===== src/rtl/down_counter_pkg.sv =====
// Shared types and helpers for the down_counter_timer block.
//
// Contents:
//   state_e          - FSM state encoding (IDLE, RUN, HOLD, DONE)
//   prescale_width() - prescaler register width for a given PRESCALE
//                      (clog2 of PRESCALE, never less than 1 bit)
package down_counter_pkg;

    typedef enum logic [1:0] {
        IDLE = 2'd0,
        RUN  = 2'd1,
        HOLD = 2'd2,
        DONE = 2'd3
    } state_e;

    // PRESCALE=1 still needs a 1-bit register so the counter is never zero-width.
    function automatic int unsigned prescale_width(input int unsigned prescale);
        return (prescale > 1) ? $clog2(prescale) : 1;
    endfunction

endpackage


===== src/rtl/tick_gen.sv =====
// Prescale tick generator: counts enabled cycles 0..PRESCALE-1 and flags the
// last one. Also used as the 7-seg refresh divider.
//
// Parameters:
//   PRESCALE - clock cycles per tick (>= 1)
//
// Ports:
//   clk  in   system clock, rising edge
//   rst  in   asynchronous active-high reset
//   clr  in   synchronous clear of the prescaler (wins over run)
//   run  in   advance the prescaler this cycle
//   tick out  high in the run cycle where the prescaler sits at PRESCALE-1
module tick_gen
    import down_counter_pkg::*;
#(
    parameter int unsigned PRESCALE = 1
) (
    input  logic clk,
    input  logic rst,
    input  logic clr,
    input  logic run,
    output logic tick
);

    localparam int unsigned PW = prescale_width(PRESCALE);
    localparam logic [PW-1:0] LAST = PW'(PRESCALE - 1);

    logic [PW-1:0] pre_q;

    always_comb begin
        tick = run && (pre_q == LAST);
    end

    always_ff @(posedge clk or posedge rst) begin
        if (rst) begin
            pre_q <= '0;
        end else if (clr) begin
            pre_q <= '0;
        end else if (run) begin
            // Wrap on the tick; with PRESCALE=1 every run cycle wraps.
            if (tick) begin
                pre_q <= '0;
            end else begin
                pre_q <= pre_q + PW'(1);
            end
        end
    end

endmodule


===== src/rtl/down_counter_timer.sv =====
// Loadable down-counter/timer with prescaled decrement and a one-cycle
// terminal-count pulse on reaching zero.
//
// Optional feature macro: DOWN_COUNTER_AUTO_RELOAD_EN
//   defined   - the last load value is kept and reloaded on expiry, giving a
//               periodic tc while the timer stays in RUN
//   undefined - one-shot: expiry parks the timer in DONE until the next load
//
// Parameters:
//   WIDTH    - count / load value width
//   PRESCALE - clock cycles per decrement (>= 1)
//
// Ports:
//   clk      in   system clock, rising edge
//   rst      in   asynchronous active-high reset
//   En       in   count enable; low freezes count and prescaler
//   load     in   synchronous load strobe (highest priority after rst)
//   load_val in   start value captured on load
//   cnt      out  current count (registered)
//   tc       out  terminal-count pulse, one cycle
//   busy     out  high in RUN or HOLD (registered)
module down_counter_timer
    import down_counter_pkg::*;
#(
    parameter int unsigned WIDTH    = 8,
    parameter int unsigned PRESCALE = 1
) (
    input  logic             clk,
    input  logic             rst,
    input  logic             En,
    input  logic             load,
    input  logic [WIDTH-1:0] load_val,
    output logic [WIDTH-1:0] cnt,
    output logic             tc,
    output logic             busy
);

    state_e state_q;
    logic   counting;
    logic   run;
    logic   tick;

`ifdef DOWN_COUNTER_AUTO_RELOAD_EN
    logic [WIDTH-1:0] reload_q;
`endif

    // HOLD counts as soon as En returns, so every enabled cycle advances time.
    always_comb begin
        counting = (state_q == RUN) || (state_q == HOLD);
        run      = counting && En && !load;
    end

    tick_gen #(
        .PRESCALE(PRESCALE)
    ) u_tick_gen (
        .clk (clk),
        .rst (rst),
        .clr (load),
        .run (run),
        .tick(tick)
    );

    always_ff @(posedge clk or posedge rst) begin
        if (rst) begin
            state_q <= IDLE;
            cnt     <= '0;
            tc      <= 1'b0;
            busy    <= 1'b0;
`ifdef DOWN_COUNTER_AUTO_RELOAD_EN
            reload_q <= '0;
`endif
        end else begin
            tc <= 1'b0;
            if (load) begin
                // Load overrides any decrement or expiry in flight this cycle.
                cnt <= load_val;
`ifdef DOWN_COUNTER_AUTO_RELOAD_EN
                reload_q <= load_val;
`endif
                if (load_val == '0) begin
                    state_q <= DONE;
                    busy    <= 1'b0;
                    tc      <= 1'b1;
                end else begin
                    state_q <= En ? RUN : HOLD;
                    busy    <= 1'b1;
                end
            end else begin
                unique case (state_q)
                    RUN, HOLD: begin
                        if (!En) begin
                            state_q <= HOLD;
                        end else begin
                            state_q <= RUN;
                            if (tick) begin
                                if (cnt == WIDTH'(1)) begin
                                    tc <= 1'b1;
`ifdef DOWN_COUNTER_AUTO_RELOAD_EN
                                    cnt <= reload_q;
`else
                                    cnt     <= '0;
                                    state_q <= DONE;
                                    busy    <= 1'b0;
`endif
                                end else begin
                                    cnt <= cnt - WIDTH'(1);
                                end
                            end
                        end
                    end
                    IDLE, DONE: begin
                        // Parked until the next load.
                    end
                endcase
            end
        end
    end

endmodule


===== config.mk =====
export PLATFORM = sky130hd
export DESIGN_NAME = down_counter_timer
export DESIGN_NICKNAME = d
export VERILOG_FILES = /design/src/rtl/down_counter_pkg.sv /design/src/rtl/tick_gen.sv /design/src/rtl/down_counter_timer.sv
export SDC_FILE = /design/constraint.sdc
export NUM_CORES = 1
export LEC_CHECK = 0
export ABC_CLOCK_PERIOD_IN_PS = 2900
export BUFFER_PORTS_ARGS = -buffer_cell sky130_fd_sc_hd__buf_4
export CAP_MARGIN = 0
export CORE_AREA = 4 4 58 60
export CTS_CLUSTER_DIAMETER = 50
export DETAILED_ROUTE_END_ITERATION = 8
export DIE_AREA = 0 0 62 64
export GPL_TIMING_DRIVEN = 0
export PLACE_DENSITY = 0.58
export SYNTH_ARGS = -nofsm -noshare
export SYNTH_HDL_FRONTEND = slang
export SYNTH_SLANG_ARGS = --single-unit

===== constraint.sdc =====
create_clock -name clk -period 2.9 [get_ports clk]
set_input_delay 0.29 -clock clk [delete_from_list [all_inputs] [get_ports clk]]
set_output_delay 0.29 -clock clk [all_outputs]
set_load 0.1 [all_outputs]

# After elaboration in Yosys (flattened, before gate mapping)
# Index checks and enable logic that the tools add are counted.
[classes]
n_addsub = 2
eq_ne = 3
mux = 27
bitwise_logic = 1
n_reduce_logical = 14
[ops]
columns = ["op", "count"]
rows = [
  ["2-to-1 mux 8 bit", 5],
  ["2-to-1 mux 1 bit", 15],
  ["2-to-1 mux 2 bit", 7],
  ["nonzero test 2 bit", 5],
  ["== test 8 x 1 -> 1 bit (second input constant)", 1],
  ["logical NOT 8 bit", 1],
  ["subtractor 8 x 1 -> 8 bit (second input constant)", 1],
  ["AND reduction 4 bit", 1],
  ["logical AND 1 bit", 3],
  ["AND reduction 3 bit", 1],
  ["== test 2 x 1 -> 1 bit (second input constant)", 1],
  ["== test 2 bit (second input constant)", 1],
  ["OR reduction 2 bit", 1],
  ["adder 1 bit (second input constant)", 1],
  ["logical NOT 1 bit", 1],
  ["logical OR 1 bit", 1],
  ["NOT 1 bit", 1],
]
[totals]
register_bits = 13
inputBits = 12
wordCells = 52

# Logic depth before layout (Yosys ltp)
# Gate-level depths: netlist of the first run.
[depth]
ltp_word = 9
ltp_mapped = 6
mapped_depth_nobuf = 6

# Modules after synthesis
# A second synthesis of the first run with hierarchy kept.
[unflattened]
cells_unflattened = 86
area_unflattened_um2 = 809.5
[by_module_without_submodules]
columns = ["module", "n_inst", "cells_each", "area_each_um2"]
rows = [
  ["down_counter_timer", 1, 82, 759.5],
  ["tick_gen", 1, 4, 50.0],
]

# Least setup slack after synthesis of the first run
# No wires, ideal clock.
[synth_path]
path_kind = "register -> register"
startpoint = "reg cnt[0]"
endpoint = "reg cnt[7]"
setup_ns = 0.067
arrival_ns = 2.202
slack_ns = 0.632
path_stages_with_launch = 5
path_buffers = 0
period_less_slack_ns = 2.268
cell_sequence = "dfrtp_1 or4_4 or4_1 a211oi_1 a221o_2"
[synth_via]
elab_chain_cells = 6
elab_cells_between_ends = 7
[synth_rtl]
columns = ["element", "line_no", "text"]
rows = [
  ["start: declaration", "down_counter_timer.sv:33", "output logic [WIDTH-1:0] cnt,"],
  ["start signal: assignment", "down_counter_timer.sv:76", "cnt <= load_val;"],
  ["start signal: assignment", "down_counter_timer.sv:106", "cnt <= cnt - WIDTH'(1);"],
  ["subtractor 8 x 1 -> 8 bit or == test 8 x 1 -> 1 bit (tied branches)", "down_counter_timer.sv:106, down_counter_timer.sv:96", ""],
  ["2-to-1 mux 8 bit *", "down_counter_timer.sv:96", "if (cnt == WIDTH'(1)) begin"],
  ["2-to-1 mux 8 bit *", "down_counter_timer.sv:95", "if (tick) begin"],
  ["2-to-1 mux 8 bit *", "down_counter_timer.sv:91", "if (!En) begin"],
  ["2-to-1 mux 8 bit *", "down_counter_timer.sv:89", "unique case (state_q)"],
  ["2-to-1 mux 8 bit *", "down_counter_timer.sv:74", "if (load) begin"],
]
# Mark *: on every way between the ends. The rest lies on a longest branch, timed or not. The select of a mux whose other input is x is not followed.
# A chain may end at the register's enable or synchronous reset.

# Worst setup path after layout of the first run
[layout_path]
startpoint = "reg cnt[4]"
endpoint = "reg cnt[5]"
# Same word-level chain as after synthesis.

==> results of run 1 <==
==> power by group through the flow <==
stage	logic, mW	clock network, mW	registers (mW)
finish	0.291	0.116	0.236
global route	0.308	0.138	0.242
CTS	0.292	0.117	0.236
detailed placement	0.292	0	0.239
global placement	0.288	0	0.238
floorplan	0.0870	0	0.371
==> through the flow <==
| stage | utilization [%] | setup slack [ps] | hold WS [ps] |
|---|---|---|---|
| floorplan | - | 631.5 | 167.0 |
| CTS | 34.36 | 933.1 | 64.33 |
| global route | 34.36 | 826.8 | 75.62 |
| detailed placement | 33.46 | 960.8 | 370.0 |
| finish | 34.36 | 911.0 | 39.86 |
| global placement | 33.46 | 987.6 | 369.7 |
==> cell families (layout without fill, tap and decap cells) <==
logic type / count (synthesis) / in the layout
buf+inv: 10 / 34
flops: 13 / 13
fa+ha+maj: 2 / 2
simple gates: 29 / 29
compound gates: 27 / 27
xor+xnor: 3 / 3
==> layer usage <==
layer  up-vias  track usage (%)  routed length [µm]
li1        364                -                   -
met1       375            17.10                 964
met2        23            16.84                1017
met3         2            4.040                 105
met4         0            3.448                   6
met5         -                0                   0
==> state kept, by name, indices dropped and copies added, names as in the netlist <==
signal,flops
cnt,8
state_q,2
tc,1
u_tick_gen.pre_q,1
busy,1
==> synth_stat cells (all sizes together) <==
master and number:
xor2 1, clkbuf 2, o21ai 5, a211oi 3, nor4 4, nor2 6
o211ai 1, nand2b 2, buf 2, inv 6, or3b 1, nand3 1
a222oi 1, a21oi 1, o221ai 1, a211o 1, a31oi 2, ha 2
or2 3, or4 3, a31o 1, and2 2, a221o 3, nand2 6
a22oi 3, a22o 1, o31ai 4, nor3 1, dfrtp 13, xnor2 2
==> cell type report <==
class	count	area [µm²]	share of cell area, %
Tap cell	33	41.29	4.104
Sequential cell	13	325.3	32.34
Timing Repair Buffer	20	150.1	14.93
Clock buffer	4	26.28	2.612
Inverter	6	22.52	2.239
Multi-Input combinational cell	61	424.2	42.16
Buffer	4	16.27	1.617
==> worst max-delay path by stage <==
| stage | startpoint | end |
|---|---|---|
| 6_report | cnt[4] | cnt[5] |
| 3_5_place_dp | cnt[4] | cnt[5] |
| 4_1_cts | cnt[4] | cnt[5] |
| 5_1_grt | cnt[4] | cnt[5] |
| 2_1_floorplan | cnt[0] | cnt[7] |
| 3_3_place_gp | cnt[4] | cnt[5] |
==> results.txt, run 1 <==
* TritonCTS clock tree: built
* Relative contribution of the clock network to total power: between 10% and 20%
- Cell at the slowest stage of the critical path: nor4_2
* Count of standard-cell rows: 20
- The count of nets left with antenna violations once routing finished came out at 0.
- Mux share of post-synthesis cell area: 0%
- The worst-case IR drop observed on VDD is 0.0002897 V.
- Buffer depth of the longest clock path: 2
* Average vias per placed instance: 5.418
- Counting every instance in the synthesized netlist gives 84.
* Boundary Pins: 22
* Number of CTS-inserted buffers: 3
- For this run, the total global-route usage over all layers was measured as 11.96%.
- The completed layout was analyzed and its total power is 0.6427 mW.
- Setup slack on the worst reg-to-reg path comes out at a little over 900 ps.
* Sequential share of power: 36.8%
* Number of antenna violations at the first check in global routing: 0
- At the worst endpoint, the arrival time is 2150 ps.
- Post-route minimum period: 1989 ps
* Kind of end point of the critical path: flip-flop
* Maximum fanout along the worst path: 6
- Hold Path Class: in2async
* Register-to-Register Path Depth: 5
- # DRC: 0
* CP Depth: 5
- Vias in the first global route: 764
* Gate power share: 45.2%
* Int Power: 0.3358 mW
- Headroom to the max-slew limit came out at 47.91%.
- Most area-hungry cell type in the Yosys netlist: dfrtp_1
* Share of the clock period used by the worst path: 68.59%
* Final total negative setup slack: 0 ps
* Maximum number of pins on one net before global-route repair: 14
- Clock sink count: 13
- Post-synthesis share of cell area spent on and, or, nand and nor gates: 21.59%
- Summing the areas of all xor and xnor instances in the mapped netlist gives 3.333% of the synthesized area.
* HPWL reported at the end of detailed placement: between 1.5 and 2 mm
* Total placed cells including tap cells: between 100 and 150
- Final count of pins violating max slew: 0
- Required time at the worst-slack endpoint: between 3000 and 4000 ps
- Buffers placed on the I/O ports in this run total 20.
- Synth cell types: 35
- Synthesized cell area: 788.3 µm²
- In this run the vertical extent of the chip is 64 µm.
* Slew @ Worst Pin: 777.7 ps
- Setup repair bufs after CTS: 0
- Finished layout cell area: 1006 µm²
* Post-synthesis sequential area ratio: 41.27%
- After synthesis, the largest area contributor takes up 41.27% of total cell area.
* Initial Util: 26.92%
* Post-Route Skew: 1.462 ps
- Timing would allow up to 502.8 MHz.
* Combinational family with the most area after synthesis: compound AO/OA/AOI/OAI gates
- Setup repair after global routing left no endpoint under its margin.
- Number of nets in the synthesized netlist: 98
* Switching power: 0.3068 mW
* Post-synthesis average cell area: 9.384 µm²
- Fraction of the mapped netlist area in compound gates: between 20% and 30%
- After detailed placement, the total cell area comes to 979.7 µm².
- Hold Violations, Final: 0
* Average routed wire per standard cell: 14.85 µm
- For this block, the routed nets add up to 2.094 mm of wire.
- Sorting the synthesized cells by area gives the leading types as dfrtp_1 41%, o31ai_1 3.8%, ha_1 3.2%.
- Summed over all layers, the global routing overflow is 0.
- STA classifies the critical path startpoint as a flip-flop.
* Horizontal die dimension: roughly 62 µm
- CTS placed an instance of clkbuf_4 at the clock tree root.
* Core region area: 2928 µm²
- Final Wtd Congestion: 0.7942
* Via Count: 764
- Yosys warnings: 0
* Finish-stage setup viols: 0
* Clock insertion delay at the later pin of the skew report: between 200 and 300 ps
- Hold buffer count at cts: 0
- Leading cell types in the layout, fill and taps excluded: 20 x buf_4, 13 x dfrtp_1, 6 x inv_1, 6 x nor2_1, 6 x nand2_1
* Wire length of the first global-routing pass: 3.539 mm
* Endpoint of the worst register-to-register path: cnt[5]
* Die Footprint: 3968 µm²
- In this run, post-CTS repair resized a total of 0 instances.
- The synthesized design contains 13 register bits.
- Fill cell count: just over 300
* Layout overhead on the synthesized area: 27.62%
* NumNets Final: ~120
* Leading cell type in the layout, fill and taps excluded: buf_4
* Post-synthesis adder-cell area fraction: between 3 and 4%
- After clock tree synthesis, the clock-pin slew on the worst setup and hold paths is 80 ps.
* Cell Chain, Critical Path: or2_1, clkbuf_1, nor4_2, o31ai_1, a221o_1
* Leakage power of the design: 0.4319 nW
- Critical setup path kind: reg2reg
* Switching share of power: 47.74%
- For this design the ratio of total power to cell area is 638.8 nW/µm².
* Number of iterations in the first detailed-routing pass: 4
- Non-filler instance count after layout: between 100 and 150
- For this block, the initial DRC count from the detailed router was 29.
* Fraction of final layout cells sized beyond drive strength 1: 30.56%
- Gate family responsible for the most delay along the worst path: simple AND/OR/NAND/NOR gates
- The flow ran to the end, and the final reports show no timing, DRC or antenna violations.
- H-Tree Depth: 1
* Worst R2R Start: cnt[4]
* Maximum Capacitance Violations: 0
- Together, buffers and inverters on the worst path number 1.
- Antenna cells: 0
- For this run, the slowest stage of the critical path takes 570 ps.
Power figures use the tool's default switching activity.
==> run 2, diff against run 1 <==
ABC_CLOCK_PERIOD_IN_PS = 1850   (was 2900)
clock period = 1.85 ns   (was 2.9 ns; I/O delays follow)
==> results.txt, run 2 (synthesis gave the netlist of run 1 again) <==
- Cell Chain, Critical Path: or4_4, or4_4, a211oi_2, a221o_2
- The remaining number of nets flagged by the antenna check after routing is 0 (unchanged).
- Fraction of final layout cells sized beyond drive strength 1: 46.43% (+16 points)
- The first-pass GRT wire length was 3.615 mm (+2.1%).
* Remaining global-route overflow: 0 (unchanged)
- The wire length after detailed routing is 2.218 mm (+5.9%).
* Most flop-heavy register: cnt
- On the critical path, the stage with the largest delay is an instance of or4_4.
- Setup repair after global routing missed its margin: true
* Leading cell types in the layout, fill and taps excluded: 24 x buf_4, 7 x dfrtp_1, 6 x nand2_1, 6 x dfrtp_4
* Pwr/cell area: 969.4 nW/µm² (+52%)
- Clock insertion delay at the later pin of the skew report: 270 ps (about the same)
* Initial Util: 26.92% (unchanged)
- TritonCTS clock tree: built
- Post-route minimum period: 1861 ps (-127.7 ps)
* Run status: finished, violations left
- Maximum number of pins on one net before global-route repair: 14 (unchanged)
- Worst VDD drop: 0.0005385 V (+86%)
- The library cell used most frequently in the layout, excluding fill and tap cells, is buf_4.
- The total of buffers placed on input and output ports is 20 (unchanged).
- The number of buffers added by the clock tree synthesis step was 3 (unchanged).
* Final count of pins violating max slew: 0 (unchanged)
- Die Footprint: 3968 µm² (unchanged)
* Non-filler instance count after layout: 145 (+2.8%)
- Compared with the post-synthesis result, the final layout area differs by 40.95%.
- Total met3 wirelength after detailed routing: 107 µm (+1.9%)
* Buffer depth of the longest clock path: 2 (unchanged)
- The DRC marker count from the first detailed-route iteration was 19 (-34%).
- Required time at the worst-slack endpoint: 2070 ps (-1000 ps)
* NumNets Final: 127 (+3.3%)
- The worst setup path is launched from a flip-flop.
- The overall power came to 1.077 mW (+68%).
- The cell area after layout was 1111 µm² (+10%).
* Fill cell count: 297 (-4.5%)
- The worst slew margin relative to its limit was 49.51% (+1.6 points).
- The cell count after placement was 137 (unchanged).
- Horizontal die dimension: 62 µm (unchanged)
- The core region area came to 2928 µm² (unchanged).
* Arrival time reported for the critical path endpoint: 2080 ps (-70 ps)
- Longest individual stage delay on the worst path: 550 ps (-20 ps)
* Kind of end point of the critical path: flip-flop
* Slew @ Worst Pin: 753.8 ps (-23.89 ps)
* Hold Path Class: in2reg
- Maximum fanout along the worst path: 6 (unchanged)
- The number of top-level pins came to 22 (unchanged).
- The sum of negative setup slack is -11.29 ps (-11.29 ps).
- Highest attainable clock frequency: 537.3 MHz (+6.9%)
- The highest metal layer carrying signal wires in the routed design is met4.
* Average routed wire per standard cell: 15.30 µm (+3.0%)
* Failing checks: setup timing
- # DRC: 0 (unchanged)
- Number of iterations in the first detailed-routing pass: 4 (unchanged)
- The half-perimeter wire length of the detailed placement result came to 1.539 mm (-1.3%).
* Clock-pin slew reported for the worst setup and hold paths after clock tree synthesis: 90 ps (about the same)
* Vias in the first global route: 773 (+1.2%)
- Routed metal-1 wirelength: 1.000 mm (+3.7%)
- The clock sink count was 13 (unchanged).
* Finish-stage setup viols: 1 (+1)
* Antenna cells: 0 (unchanged)
* Max reg flops: 8 (unchanged)
- Overall routing resource usage: 12.31% (+0.34 points)
* Die outline height: 64 µm (unchanged)
- The post-placement worst setup slack is -81.82 ps (-1043 ps).
- The wire length on met2 was 1.101 mm (+8.3%).
* Via Count: 775 (+1.4%)
- Smallest setup slack after layout: -11.29 ps (-922.3 ps)
- Top Registers: cnt: 8 flops, state_q: 2 flops
- Hold Violations, Final: 0 (unchanged)
* Final Wtd Congestion: 0.7754 (-2.4%)
* Leakage power of the design: 0.4655 nW (+7.8%)
- Clock Root Buffer: clkbuf_4
- The depth of the CTS H-tree was 1 (unchanged).
* Average vias per placed instance: 5.345 (-1.4%)
- The total cell area at the placement stage was 1020 µm² (+4.1%).
- Maximum Capacitance Violations: 0 (unchanged)
* Number of antenna violations at the first check in global routing: 0 (unchanged)
- The largest clock skew in the final design is 5.188 ps (+3.726 ps).
- Count of standard-cell rows: 20 (unchanged)
- The final cycle utilization of the critical path was 100.6% (+32 points).
* Most common cell on crit path: or4_4
- Critical setup path kind: reg2reg
[run 2: area by class of cell]
type                       count  area (µm²)  area share, %
inverter                       6       22.52          2.027
timing repair buffer          25       190.2          17.12
sequential                    13       347.8          31.31
tap                           33       41.29          3.716
clock buffer                   4       26.28          2.365
buffer                         3       12.51          1.126
multi-input combinational     61       470.5          42.34
[run 2: per-layer routing]
layer / track usage (%) / vias up
met5: 0 / -
met4: 3.714 / 0
met3: 4.040 / 2
met2: 18.65 / 24
met1: 16.29 / 375
li1: - / 374
[run 2: what timing repair did]
action | in CTS | in global routing
resized for setup | 3 | 6
cloned | 0 | 0
setup buffers | 2 | 2
endpoints found under the hold margin | 13 | 0
hold buffers | 1 | 0
setup endpoints to repair | 3 | 8
pin swaps | 2 | 3
[run 2: critical path: cells and delay by family, from the launching register on]
family             cells  cell delay, ps
DFF                    1             520
AOI/OAI and AO/OA      2             310
and+or+nand+nor        2             980
[run 2: path summary, 6_finish.rpt]
check / startpoint / endpoint / slack (ps) / cells after the start
max in group asynchronous: rst / cnt[0] / 960 / 3
worst max register to register: cnt[0] / cnt[7] / -10 / 4
min in group asynchronous: rst / cnt[1] / 490 / 3
worst max-delay path: cnt[0] / cnt[7] / -10 / 4
worst min-delay path: load_val[7] / cnt[7] / 150 / 2
worst min register to register: busy / busy / 520 / 1
[run 2: through the flow]
stage	hold WS, ps	utilization, %
final	152.5	37.95
after global routing	146.9	37.95
after CTS	146.3	36.92
after detailed placement	260.2	34.83
after global placement	260.5	34.83
after floorplan	62.08	-
[run 2: power by group]
group          switching [mW]  internal [mW]  total [mW]  leakage [nW]
logic                   0.350          0.155       0.506         0.298
registers              0.0585          0.333       0.391         0.152
clock network          0.0968         0.0835       0.180        0.0150
